## src/rtl/mem_arb_pkg.sv

```systemverilog
// mem_arb_pkg: shared FSM state type, port indices and default memory depth
package mem_arb_pkg;
    typedef enum logic [1:0] {IDLE, ACCESS, RESP} state_t;
    localparam logic PORT_CPU  = 1'b0;
    localparam logic PORT_DBG  = 1'b1;
    localparam int   DEF_DEPTH = 64;
endpackage

```

## src/rtl/rr_arb2.sv

```systemverilog
// rr_arb2: combinational two-requester round-robin pick
module rr_arb2
    import mem_arb_pkg::*;
(
    input  logic req0,
    input  logic req1,
    input  logic last_grant,
    output logic any,
    output logic gnt
);
    // on a tie the port that did not win last time is chosen
    always_comb begin
        any = req0 | req1;
        gnt = (req0 && req1) ? ~last_grant : (req1 ? PORT_DBG : PORT_CPU);
    end
endmodule

```

## src/rtl/data_mem_arbiter.sv

```systemverilog
// data_mem_arbiter: round-robin sequencer sharing one data memory between CPU and debug ports
module data_mem_arbiter
    import mem_arb_pkg::*;
#(
    parameter int ADDR_W = 32,
    parameter int DATA_W = 32,
    parameter int DEPTH  = DEF_DEPTH
) (
    input  logic              clk,
    input  logic              rst_n,
    input  logic              req0,
    input  logic              req1,
    input  logic              we0,
    input  logic              we1,
    input  logic [ADDR_W-1:0] addr0,
    input  logic [ADDR_W-1:0] addr1,
    input  logic [DATA_W-1:0] wdata0,
    input  logic [DATA_W-1:0] wdata1,
    output logic              ack0,
    output logic              ack1,
    output logic [DATA_W-1:0] rdata0,
    output logic [DATA_W-1:0] rdata1,
    output logic              err0,
    output logic              err1,
    output logic [ADDR_W-1:0] mem_addr,
    output logic [DATA_W-1:0] mem_wdata,
    output logic              mem_we,
    input  logic [DATA_W-1:0] mem_rdata
);
    localparam logic [ADDR_W-1:0] LIM = ADDR_W'(DEPTH);

    state_t            state;
    logic              sel;
    logic              last_grant;
    logic              any;
    logic              gnt;
    logic              p;
    logic              go;
    logic              we_p;
    logic [ADDR_W-1:0] addr_p;
    logic [DATA_W-1:0] wdata_p;
    logic              oor;
    logic              we_sel;

    rr_arb2 u_arb (
        .req0       (req0),
        .req1       (req1),
        .last_grant (last_grant),
        .any        (any),
        .gnt        (gnt)
    );

    // next port to launch: arbiter pick from IDLE, the other port from RESP
    always_comb begin
        p       = (state == RESP) ? ~sel : gnt;
        go      = (state == RESP) ? (p ? req1 : req0) : any;
        we_p    = p ? we1 : we0;
        addr_p  = p ? addr1 : addr0;
        wdata_p = p ? wdata1 : wdata0;
        oor     = mem_addr >= LIM;
        we_sel  = sel ? we1 : we0;
    end

    // sequencer FSM; memory lines are loaded on entry to ACCESS so they are valid for that whole cycle
    always_ff @(posedge clk or negedge rst_n) begin
        if (!rst_n) begin
            state      <= IDLE;
            sel        <= PORT_CPU;
            last_grant <= PORT_DBG;
            ack0       <= 1'b0;
            ack1       <= 1'b0;
            err0       <= 1'b0;
            err1       <= 1'b0;
            rdata0     <= '0;
            rdata1     <= '0;
            mem_we     <= 1'b0;
            mem_addr   <= '0;
            mem_wdata  <= '0;
        end else begin
            ack0   <= 1'b0;
            ack1   <= 1'b0;
            err0   <= 1'b0;
            err1   <= 1'b0;
            mem_we <= 1'b0;
            case (state)
                ACCESS: begin
                    state      <= RESP;
                    last_grant <= sel;
                    if (sel == PORT_DBG) begin
                        ack1 <= 1'b1;
                        err1 <= oor;
                        if (!we_sel) rdata1 <= oor ? '0 : mem_rdata;
                    end else begin
                        ack0 <= 1'b1;
                        err0 <= oor;
                        if (!we_sel) rdata0 <= oor ? '0 : mem_rdata;
                    end
                end
                IDLE, RESP: begin
                    if (go) begin
                        state     <= ACCESS;
                        sel       <= p;
                        mem_addr  <= addr_p;
                        mem_wdata <= wdata_p;
                        mem_we    <= we_p && (addr_p < LIM);
                    end else begin
                        state <= IDLE;
                    end
                end
                default: state <= IDLE;
            endcase
        end
    end
endmodule

```

## config.mk

```make
export PLATFORM = sky130hd
export DESIGN_NAME = data_mem_arbiter
export DESIGN_NICKNAME = d
export VERILOG_FILES = /design/src/rtl/mem_arb_pkg.sv /design/src/rtl/rr_arb2.sv /design/src/rtl/data_mem_arbiter.sv
export SDC_FILE = /design/constraint.sdc
export NUM_CORES = 1
export LEC_CHECK = 0
export ABC_AREA = 1
export CAP_MARGIN = 30
export CORE_MARGIN = 4
export CORE_UTILIZATION = 40
export CTS_CLUSTER_DIAMETER = 200
export DETAILED_ROUTE_END_ITERATION = 8
export GPL_TIMING_DRIVEN = 0
export PLACE_DENSITY_LB_ADDON = 0.25
export SLEW_MARGIN = 20
export SYNTH_ARGS = -nofsm -noshare
export SYNTH_HDL_FRONTEND = slang
export SYNTH_SLANG_ARGS = --single-unit
export TNS_END_PERCENT = 1
```

## constraint.sdc

```tcl
create_clock -name clk -period 1.8 [get_ports clk]
set_clock_uncertainty 0.05 [all_clocks]
set_input_delay 0.36 -clock clk [delete_from_list [all_inputs] [get_ports clk]]
set_output_delay 0.36 -clock clk [all_outputs]
set_load 0.03 [all_outputs]
```

Word level (Yosys, flattened, before mapping)
Index checks and enable logic that the tools add are counted.

Word-level logic and storage cells: 49. Latch bits: 0. Input port bits: 166. Memory bits (read-only): 0. Register bits: 137. Memories: 0. Memory bits (writable): 0.

Div/mod/pow operators: 0. Reduce and logical (&&, ||, !) cells: 7. Add/sub/neg operators: 0. Order comparisons: 2. Equality and inequality tests: 2. Multiply operators: 0. Bitwise gates (word level): 4. Shifts and indexed selects: 0. Mux-type cells: 22.

Operators by type and width (count): $mux 32 (3); $ge 32x7->1 const B (1); $lt 32x7->1 const B (1); $mux 1 (18); $reduce_and 3->1 (2); $pmux 2 s2 (1); $not 1->1 (3); $eq 2x1->1 const B (1); $eq 2x2->1 const B (1); $logic_and 1x1->1 (2); $logic_not 2->1 (1); $reduce_and 2->1 (1); $reduce_or 2->1 (1); $or 1x1->1 (1).

Longest topological paths before layout
Gate-level depths: netlist of the first run.

Depth in word-level cells: 8. Depth in mapped cells: 12. Mapped depth without buffers: 11.

By module
From an unflattened synthesis of the first run, not the netlist that was laid out.

Cells, all modules: 782. Area, all modules: 6398.6 um^2.

By module, submodules not included: data_mem_arbiter (instances 1, seq. area each 3429.5 um^2, cells each 779, area each 6383.6 um^2); rr_arb2 (instances 1, seq. area each 0.0 um^2, cells each 3, area each 15.0 um^2).

Worst setup path after synthesis of the first run
No wires, ideal clock.

Path type: reg-to-reg. From: register last_grant. To: register mem_we. Data required time: 1.679 ns. Setup slack: 0.236 ns. Library setup time: 0.071 ns. Period minus slack after synthesis: 1.564 ns. Arrival: 1.443 ns. Stages on the path, launching flop included: 12. Path through: dfstp_2 > nand2_1 > nand2_1 > nand2_4 > nand2_4 > buf_2 > nand2_1 > o21ai_1 > nand2_1 > nor2_1 > nand3_1 > nor2_1.

Longest elaborated chain between the ends: 8. Elaborated cells between the ends (all ways): 11. Those cells by class: order compare (1); mux (8); bitwise (1); reduce/logical (1).

RTL lines: start: declaration (line data_mem_arbiter.sv:34) `logic last_grant;`; start signal: assignment (line data_mem_arbiter.sv:88) `last_grant <= sel;`; $not 1->1 * (line rr_arb2.sv:14) `gnt = (req0 && req1) ? ~last_grant : (req1 ? PORT_DBG : PORT_CPU);`; $mux 1 * (line rr_arb2.sv:14); $mux 1 * (line data_mem_arbiter.sv:55) `p = (state == RESP) ? ~sel : gnt;`; $mux 32 (line data_mem_arbiter.sv:58) `addr_p = p ? addr1 : addr0;`; $lt 32x7->1 (line data_mem_arbiter.sv:105) `mem_we <= we_p && (addr_p < LIM);`; $logic_and 1x1->1 (line data_mem_arbiter.sv:105); $mux 1 * (line data_mem_arbiter.sv:100) `if (go) begin`; $mux 1 * (line data_mem_arbiter.sv:85) `case (state)`; end signal: assignment (line data_mem_arbiter.sv:105); end: declaration (line data_mem_arbiter.sv:27) `output logic mem_we,`.

Every way passes the cells marked *; elsewhere a longest branch is shown, timed or not. A chain may end at the register's enable or synchronous reset.

Final worst setup path of the first run
From: register state[0]. To: register mem_we.

Longest elaborated chain between the ends: 7. Elaborated cells between the ends (all ways): 12. Those cells by class: order compare (1); eq/ne (1); mux (7); reduce/logical (3).

RTL lines: start: declaration (line data_mem_arbiter.sv:32) `state_t state;`; start signal: assignment (line data_mem_arbiter.sv:67) `state <= IDLE;`; start signal: assignment (line data_mem_arbiter.sv:87) `state <= RESP;`; start signal: assignment (line data_mem_arbiter.sv:101) `state <= ACCESS;`; $eq 2x2->1 (line data_mem_arbiter.sv:55, data_mem_arbiter.sv:56, data_mem_arbiter.sv:85); $mux 1 (line data_mem_arbiter.sv:55); $mux 32 (line data_mem_arbiter.sv:58); $lt 32x7->1 (line data_mem_arbiter.sv:105); $logic_and 1x1->1 (line data_mem_arbiter.sv:105); $mux 1 (line data_mem_arbiter.sv:100); $mux 1 * (line data_mem_arbiter.sv:85).

Marks and branches as above.

==> impl_results.md, run 1 <==
* Die W at 134 um
* Mapped Area at 6340 um2
* Crit path launch type: register
* Synth warn at 0
* Clock buffer depth at 2
* Headroom to the max-slew limit at 57.2%
* Initial Util at 41.2%
* Logic pwr share at 47.7%
* Register area at 3430 um2
* Finish-stage setup viols at 0
* Setup crit end kind: register
* Clk pin slew, worst setup/hold paths at 0.06 ns
* Hold wc startpoint: wdata0[2]
* Io pins at 299
* Max Cap Violations at 0
* R2R setup slack at 0.008 ns
* Clock Latency Late Sink at 0.41 ns
* Filler cells at 1347
* Vias in the first global route at 6702
* Antenna Violating Nets Remaining at 0
* Final net count at 1303
* Die footprint at 17900 um2
* Tmin final at 1.79 ns
* P_int at 8660 uW
* Critical path required time at 2.09 ns
* Ant diodes at 0
* Gr usage total at 26.3%
* Final Max Tran Viols at 0
* RSZ-0062 raised after global routing: yes
* Share of cells above drive strength 1 at 8.44%
* Core Rows at 45
* Worst slew pin tran at 0.641 ns
* Reg2reg start: state[0]$_DFF_PN0_
* Input/output buffers at 298
* Status: complete, no violations
* VDD IR max at 0.680 mV
* Clock share of power at 21.7%
* H-tree lvl count at 4
* Crit Path Max Fanout at 10
* Vias at 6742
* Remaining global-route overflow at 0
* Post-DP HPWL at 17800 um
* RePlAce Congestion at 0.874
* Vias/cell at 4.96
* Area delta synth->final at 61.6%
* Area of the multi-input gates at 2560 um2
* Worst r2r dst: mem_we$_DFF_PN0_
* Initial DRC Count at 406
* Synthesis-stage register bit count at 137
* Syn Inst Count at 816
* R2R depth at 12
* CTS tree: built
* Hold Slack at 0.448 ns
* Syn_nets at 982
* Root Buffer: clkbuf_16
* Most frequent cells in the layout: nand2_1 (252), clkdlybuf4s50_1 (164), dfrtp_1 (134), dlygate4sd2_1 (133), nor2_1 (108)
* Critical path class: register to register
* Commonest non-fill, non-tap cell in the layout: nand2_1
* Hold Path End: mem_wdata[2]$_DFFE_PN0P_
* Die height at 134 um
* CTS Buf Count at 17
* Fmax at 558 MHz
* Clock sinks at 137
* Final hold vios at 0
* Sw frac at 44.4%
* Post-synth cell types at 23
* Worst Hold Class: primary input to register
* First-pass GRT wire length at 37000 um
* Pleak at 0.00535 uW
* Sequential fraction of the synthesis area at 54.1%
* Reg power frac at 30.7%
* Layout Utilization at 66.6%
* Worst EP arrival at 2.08 ns
* Hold path cells at 3
* Avg Cell Area, Syn at 7.77 um2
* Core area at 15400 um2
* Final period util at 99.6%
* Initial antenna violation count at 0
* Initial DRT Pass Iterations at 5
* Power Density at 1520 nW/um2
* WL/cell at 17.6 um
* Final WL at 23900 um
* CP Launch Point: state[0]$_DFF_PN0_
* P_sw at 6920 uW
* DRC at 0
* Largest net degree at the start of global routing at 82
==> logic make-up after synthesis <==
family	Yosys count	share of synthesized area, %
flip-flops	137	54.1
AND/OR/NAND/NOR	407	25.7
buffers and inverters	104	6.71
AO/OA/AOI/OAI	168	13.5
==> power groups by stage <==
stage | Combinational (uW) | Clock [uW] | Sequential (uW)
3_3_place_gp | 7780 | 0 | 4800
5_1_grt | 7990 | 3570 | 4910
4_1_cts | 7310 | 3420 | 4760
3_5_place_dp | 7870 | 0 | 4830
6_report | 7430 | 3370 | 4780
2_1_floorplan | 2380 | 0 | 6720
==> worst max path at each step <==
stage                              end  slack [ns]
2_1_floorplan         mem_we$_DFF_PN0_        0.24
3_3_place_gp    rdata1[17]$_DFFE_PN0P_       -5.27
3_5_place_dp   mem_addr[4]$_DFFE_PN0P_       -0.53
4_1_cts               mem_we$_DFF_PN0_       -0.04
5_1_grt               mem_we$_DFF_PN0_       -0.10
6_report              mem_we$_DFF_PN0_       0.008
==> stage by stage <==
| step | std cells | power (uW) | TNS, ns | instance area, um2 | worst slack (ns) |
|---|---|---|---|---|---|
| finish | 1360 | 15600 | 0 | 10200 | 0.00796 |
| global route | 1360 | 16500 | -2.99 | 10200 | -0.101 |
| CTS | 1358 | 15500 | -0.0359 | 10100 | -0.0359 |
| detailed placement | 1326 | 12700 | -26.34 | 9620 | -0.526 |
| global placement | 1325 | 12600 | -742.26 | 9580 | -5.27 |
| floorplan | 816 | 9100 | 0 | 6340 | 0.236 |
==> cell usage after synthesis, drive strengths merged <==
cell	instances	area, um2
buf	25	129
dfstp	1	26.3
dfrtp	136	3400
inv	58	218
nand4	2	12.5
clkbuf	21	78.8
nand2	258	991
nor3	2	10.0
nand3	24	143
nand3b	3	22.5
o21ai	80	400
a21oi	76	380
nor2	118	448
a31oi	12	75.1
==> cell type report <==
class	count	share of cell area, %
flip-flops and latches	137	33.5
repair buffers	302	28.2
multi-input cells	575	25.0
clock buffers	24	5.00
plain buffers	46	2.97
well taps	211	2.58
inverters	58	2.15
clock inverters	7	0.635
==> metal layers <==
layer  routed length [um]  vias to the layer above  part of all wire (%)  GRT usage, %
met2                11600                      278                    49          43.3
met3                 2020                       37                   8.5          7.88
met4                  571                        0                   2.4          8.46
met5                    0                        -                     0             0
li1                     -                     3242                     -             -
met1                 9690                     3185                    41          33.4
==> sequential cells by signal, indices dropped and copies added (netlist names) <==
name / count
last_grant: 1
err0: 1
ack0: 1
ack1: 1
mem_addr: 32
rdata1: 32
err1: 1
sel: 1
mem_wdata: 32
state: 2
rdata0: 32
mem_we: 1
==> worst max-delay path, stage by stage (launching register included) <==
cell and delay (ns):
dfrtp_1 0.39, inv_4 0.12, nand2_2 0.09, nand2_4 0.16
nand2_8 0.11, buf_6 0.16, nand2_1 0.07, nand2_1 0.09
nor2_1 0.10, nand2_1 0.08, nor2_1 0.13, nand2_1 0.08
nor2_1 0.09
==> what timing repair did <==
action,4_1_cts,5_1_grt
setup endpoints to repair,249,121
pin swaps,0,1
resized for setup,162,42
hold buffers,1,0
endpoints found under the hold margin,80,0
buffers inserted,0,2
Power figures use the tool's default switching activity.
==> run 2, diff against run 1 <==
- CORE_UTILIZATION: 40 -> 35
==> run 2 against run 1 <==
  * Sequential share of layout area decreased by 0.40 points
  * Setup slack improved by 0.064 ns
  * Power increased by 2.3%
  * Register-to-register slack improved by 0.06 ns
  * Count of clock-buffer cells in the layout decreased by 5
  * Wire length increased by 1.8%
  * Via count decreased by 0.39%
  * Hold slack got worse by 0.0034 ns
  * Final area increased by 1.2%
  * Global-route usage decreased by 2.9 points
  * Critical endpoint is now mem_addr[3]$_DFFE_PN0P_
==> impl_results.md, run 2 (same netlist as run 1, synthesis figures left out) <==
* Status: complete, no violations
* Worst slew pin tran at 0.523 ns
* Logic pwr share at 47.8%
* Die footprint at 20300 um2
* Clock share of power at 22.1%
* Filler cells at 1604
* Worst r2r dst: mem_addr[3]$_DFFE_PN0P_
* Dpl cell area at 9630 um2
* Sw frac at 44.8%
* Vias in the first global route at 6616
* Setup crit end kind: register
* R2R setup slack at 0.07 ns
* Gr usage total at 23.4%
* Reg2reg start: last_grant$_DFFE_PN1P_
* Crit path max-delay cell type: dfstp_2
* Vias/cell at 4.86
* Clock buffer depth at 2
* Clock Latency Late Sink at 0.41 ns
* Most frequent cells in the layout: nand2_1 (244), clkdlybuf4s50_1 (164), dfrtp_1 (134), dlygate4sd2_1 (133), nor2_1 (101)
* Die height at 143 um
* Initial DRT Pass Iterations at 6
* RePlAce Congestion at 0.897
* CTS tree: built
* P_int at 8800 uW
* WL/cell at 17.6 um
* DRC at 0
* Fmax at 579 MHz
* Clock sinks at 137
* Remaining global-route overflow at 0
* Die W at 143 um
* Largest net degree at the start of global routing at 75
* Placed cells at 1340
* R2R depth at 7
* Initial antenna violation count at 1
* Clk pin slew, worst setup/hold paths at 0.06 ns
* Worst EP arrival at 1.96 ns
* RSZ-0062 raised after global routing: yes
* Max Cap Violations at 0
* Io pins at 299
* Design Area, Final at 10400 um2
* Finish-stage setup viols at 0
* Power Density at 1540 nW/um2
* Area delta synth->final at 63.5%
* Initial Util at 36.1%
* CTS Buf Count at 17
* Input/output buffers at 298
* Core area at 17500 um2
* Critical path required time at 2.04 ns
* Reg power frac at 30.1%
* Final hold vios at 0
* VDD IR max at 0.871 mV
* Headroom to the max-slew limit at 65.1%
* CP cell instances: nand2_1 > nand3_2 > nand2_4 > buf_4 > buf_4 > a21oi_1 > a21oi_1
* Initial DRC Count at 333
* Final Max Tran Viols at 0
* Fin cells at 1382
* Root Buffer: clkbuf_16
* Commonest non-fill, non-tap cell in the layout: nand2_1
* Final net count at 1310
* Share of cells above drive strength 1 at 11.0%
* Final period util at 96.0%
* Max incr delay on CP at 0.53 ns
* Post-DP HPWL at 18100 um
* Worst Hold Class: primary input to async pin
* Antenna Violating Nets Remaining at 0
* Ant diodes at 0
* Crit Path Max Fanout at 10
* Pleak at 0.00540 uW
* Critical path class: register to register
* Final WL at 24300 um
* Vias at 6716
* First-pass GRT wire length at 37300 um
* Tmin final at 1.73 ns
* Crit path launch type: register
* Core Rows at 48
* H-tree lvl count at 4
* P_sw at 7140 uW
run 2: cell count changes in the layout (fill, tap and decap cells not counted), moves of 2 or more:
| cell | change |
|---|---|
| inv_6 | +3 |
| nor2_1 | -7 |
| buf_6 | -8 |
| clkbuf_4 | +2 |
| clkbuf_8 | -4 |
| nor2_2 | +8 |
| clkbuf_1 | -6 |
| clkinv_4 | +4 |
| nand2_2 | +8 |
| clkbuf_2 | +3 |
| buf_4 | +12 |
| nand2_1 | -8 |
run 2: critical path: cells and delay by family (launching register included):
kind / cells / cell delay (ns)
AND/OR/NAND/NOR: 3 / 0.35
buffers and inverters: 2 / 0.38
flip-flops: 1 / 0.53
AO/OA/AOI/OAI: 2 / 0.28
run 2: area by class of cell:
cell class / count / area (um2) / area share (%)
buffer: 45 / 283 / 2.73
clock buffer: 19 / 453 / 4.37
clock inverter: 13 / 144 / 1.39
inverter: 58 / 220 / 2.12
multi-input combinational: 575 / 2590 / 25.0
sequential: 137 / 3430 / 33.1
tap: 225 / 282 / 2.72
timing repair buffer: 310 / 2960 / 28.6
run 2: how the worst max path moves through the flow:
stage / endpoint / slack [ns] / cells after the start / start
after floorplan: mem_we$_DFF_PN0_ / 0.24 / 11 / last_grant$_DFFE_PN1P_
after global placement: rdata1[18]$_DFFE_PN0P_ / -5.48 / 1 / rst_n
after detailed placement: mem_addr[3]$_DFFE_PN0P_ / -0.51 / 7 / req1
after CTS: mem_addr[4]$_DFFE_PN0P_ / -0.03 / 10 / sel$_DFFE_PN0P_
after global routing: rdata1[3]$_DFFE_PN0P_ / -0.03 / 8 / state[1]$_DFF_PN0_
final: mem_addr[3]$_DFFE_PN0P_ / 0.07 / 7 / last_grant$_DFFE_PN1P_
run 2: power groups by stage:
stage	Sequential (uW)	Clock [uW]	Combinational (uW)
final	4790	3530	7620
after detailed placement	4840	0	7910
after global placement	4810	0	7840
after CTS	4770	3570	7480
after global routing	4910	3740	8220
after floorplan	6720	0	2380
run 2: metal layers:
layer | up-vias | GRT usage [%] | wire (um)
met5 | - | 0 | 14
met4 | 2 | 5.75 | 306
met3 | 24 | 7.19 | 2110
met2 | 257 | 38.1 | 11700
met1 | 3165 | 30.7 | 10200
li1 | 3268 | - | -
run 2: repair_timing:
action                                 CTS  global route
pin swaps                                3             9
hold buffers                             1             0
gates resized for setup                167            61
setup buffers                            3             7
endpoints found under the hold margin   63             0
setup endpoints to repair              251           129
run 2: through the flow:
step | TNS [ns] | util, % | hold slack [ns] | total power [uW] | setup WS (ns)
3_3_place_gp | -772.88 | 54.8 | 0.440 | 12700 | -5.48
5_1_grt | -0.407 | 59.1 | 0.450 | 16900 | -0.0328
4_1_cts | -0.112 | 58.2 | 0.436 | 15800 | -0.0304
2_1_floorplan | 0 | - | 0.0144 | 9100 | 0.236
6_report | 0 | 59.1 | 0.445 | 15900 | 0.0719
3_5_place_dp | -25.63 | 54.9 | 0.296 | 12800 | -0.508
==> run 3, diff against run 2 <==
- clock period: 1.8 -> 1.4 ns (I/O delays scaled with it)
==> run 3 against run 2 <==
  * The run now ends with setup timing left
  * Count of clock-buffer cells in the layout up 1
  * Setup slack worse by 0.42 ns
  * Clock power up 32%
  * First-iteration DRC count down 17%
  * Combinational power up 46%
  * Final area up 7.5%
  * Highest routed layer unchanged
==> impl_results.md, run 3 (same netlist as run 1, synthesis figures left out) <==
* Status: finished, violations left
* Failing checks: setup timing
* Crit path max-delay cell type: dfrtp_1
* Critical path class: register to register
* Antenna Violating Nets Remaining at 0
* Reg2reg start: state[0]$_DFF_PN0_
* Max incr delay on CP at 0.40 ns
* Clock sinks at 137
* Clock buffer depth at 2
* Total power at 22000 uW
* H-tree lvl count at 4
* DRC at 0
* Final period util at 125%
* Vias at 6832
* First-pass GRT wire length at 37200 um
* Dpl cell area at 9690 um2
* Root Buffer: clkbuf_16
* Core area at 17500 um2
* WL/cell at 17.6 um
* Clk pin slew, worst setup/hold paths at 0.06 ns
* Input/output buffers at 298
* Initial Util at 36.1%
* Max Cap Violations at 0
* Die height at 143 um
* Share of cells above drive strength 1 at 27.8%
* Remaining global-route overflow at 0
* Vias in the first global route at 6866
* Critical path required time at 1.70 ns
* Setup crit end kind: register
* Headroom to the max-slew limit at 63.3%
* Fmax at 571 MHz
* Initial DRT Pass Iterations at 5
* Largest net degree at the start of global routing at 75
* Critical path depth at 12
* VDD IR max at 1.34 mV
* Post-DP HPWL at 18000 um
* CP top delay family: simple AND/OR/NAND/NOR gates
* Worst EP arrival at 2.05 ns
* Pleak at 0.00526 uW
* CTS Buf Count at 17
* R2R depth at 12
* Core Rows at 48
* Vias/cell at 4.90
* RePlAce Congestion at 0.903
* Finish-stage setup viols at 246
* Crit path capture: mem_we$_DFF_PN0_
* Crit Path Max Fanout at 7
* Final Max Tran Viols at 0
* CP cell instances: inv_4 > nand2_4 > nand2_8 > nand2_8 > clkbuf_16 > nand2_4 > nand2_2 > nor2_2 > nand2_1 > nor2_2 > nand2_1 > nor2_1
* Design Area, Final at 11100 um2
* Final WL at 24600 um
* Clock Latency Late Sink at 0.43 ns
* Power Density at 1970 nW/um2
* RSZ-0062 raised after global routing: yes
* CP Launch Point: state[0]$_DFF_PN0_
* Most frequent cells in the layout: nand2_1 (228), clkdlybuf4s50_1 (164), dfrtp_1 (132), clkdlybuf4s15_2 (120), nor2_1 (76)
* Initial antenna violation count at 2
* R2R setup slack at -0.35 ns
* Final TNS setup at -33.24 ns
* Crit path buf inv count at 2
* Gr usage total at 23.6%
* Tmin final at 1.75 ns
* Initial DRC Count at 278
* Worst slew pin tran at 0.550 ns
* Worst r2r dst: mem_we$_DFF_PN0_
* CTS tree: built
* Commonest non-fill, non-tap cell in the layout: nand2_1
* DP Worst Slack at -0.693 ns
* Die W at 143 um
* Io pins at 299
* Area delta synth->final at 75.7%
* Final worst setup slack at -0.350 ns
* Crit path launch type: register
* Final hold vios at 0
* Final net count at 1322
* Die footprint at 20300 um2
* Worst Hold Class: primary input to async pin
[run 3: per-stage QoR]
step | std cells | hold WS, ns | utilization, %
after detailed placement | 1340 | 0.203 | 55.3
final | 1394 | 0.315 | 63.5
after global placement | 1339 | 0.437 | 55.1
after floorplan | 816 | -0.0656 | -
after CTS | 1383 | 0.346 | 61.6
after global routing | 1394 | 0.359 | 63.5
[run 3: layer usage]
layer / GRT usage (%) / wire (um) / vias up
met5: 0 / 13 / -
met4: 6.50 / 376 / 2
met3: 7.33 / 2150 / 32
met2: 40.4 / 12200 / 272
met1: 28.8 / 9830 / 3247
li1: - / - / 3279
[run 3: final cells by class]
| class | count | area, um2 |
|---|---|---|
| multi-input combinational | 575 | 2830 |
| buffer | 46 | 415 |
| clock inverter | 11 | 146 |
| sequential | 137 | 3430 |
| antenna | 1 | 2.50 |
| inverter | 58 | 223 |
| tap | 225 | 282 |
| timing repair buffer | 321 | 3350 |
| fill | 1539 | 6400 |
| clock buffer | 20 | 457 |
[run 3: what timing repair did]
| action | CTS | global route |
|---|---|---|
| buffers inserted | 10 | 9 |
| hold buffers | 1 | 0 |
| endpoints found under the hold margin | 63 | 0 |
| cloned | 1 | 1 |
| setup endpoints to repair | 266 | 266 |
| pin swaps | 7 | 34 |
| resized for setup | 483 | 149 |
[run 3: where the power goes]
part | internal, uW | leakage (uW) | switching [uW]
registers | 5310 | 0.00172 | 891
logic | 4300 | 0.00325 | 6790
clock network | 2890 | 0.000292 | 1790
[run 3: how the worst min path moves through the flow]
stage	end	slack, ns	cells past startpoint
after floorplan	ack0$_DFF_PN0_	-0.07	0
after global placement	rdata1[31]$_DFFE_PN0P_	0.44	2
after detailed placement	mem_wdata[1]$_DFFE_PN0P_	0.20	1
after CTS	mem_wdata[1]$_DFFE_PN0P_	0.35	2
after global routing	mem_wdata[1]$_DFFE_PN0P_	0.36	2
final	mem_wdata[1]$_DFFE_PN0P_	0.32	2
[run 3: worst reg2reg max path, cell delays in order, from the launching register on]
cell       delay [ns]
dfrtp_1          0.40
inv_4            0.11
nand2_4          0.09
nand2_8          0.10
nand2_8          0.11
clkbuf_16        0.20
nand2_4          0.06
nand2_2          0.05
nor2_2           0.11
nand2_1          0.08
nor2_2           0.12
nand2_1          0.08
nor2_1           0.11
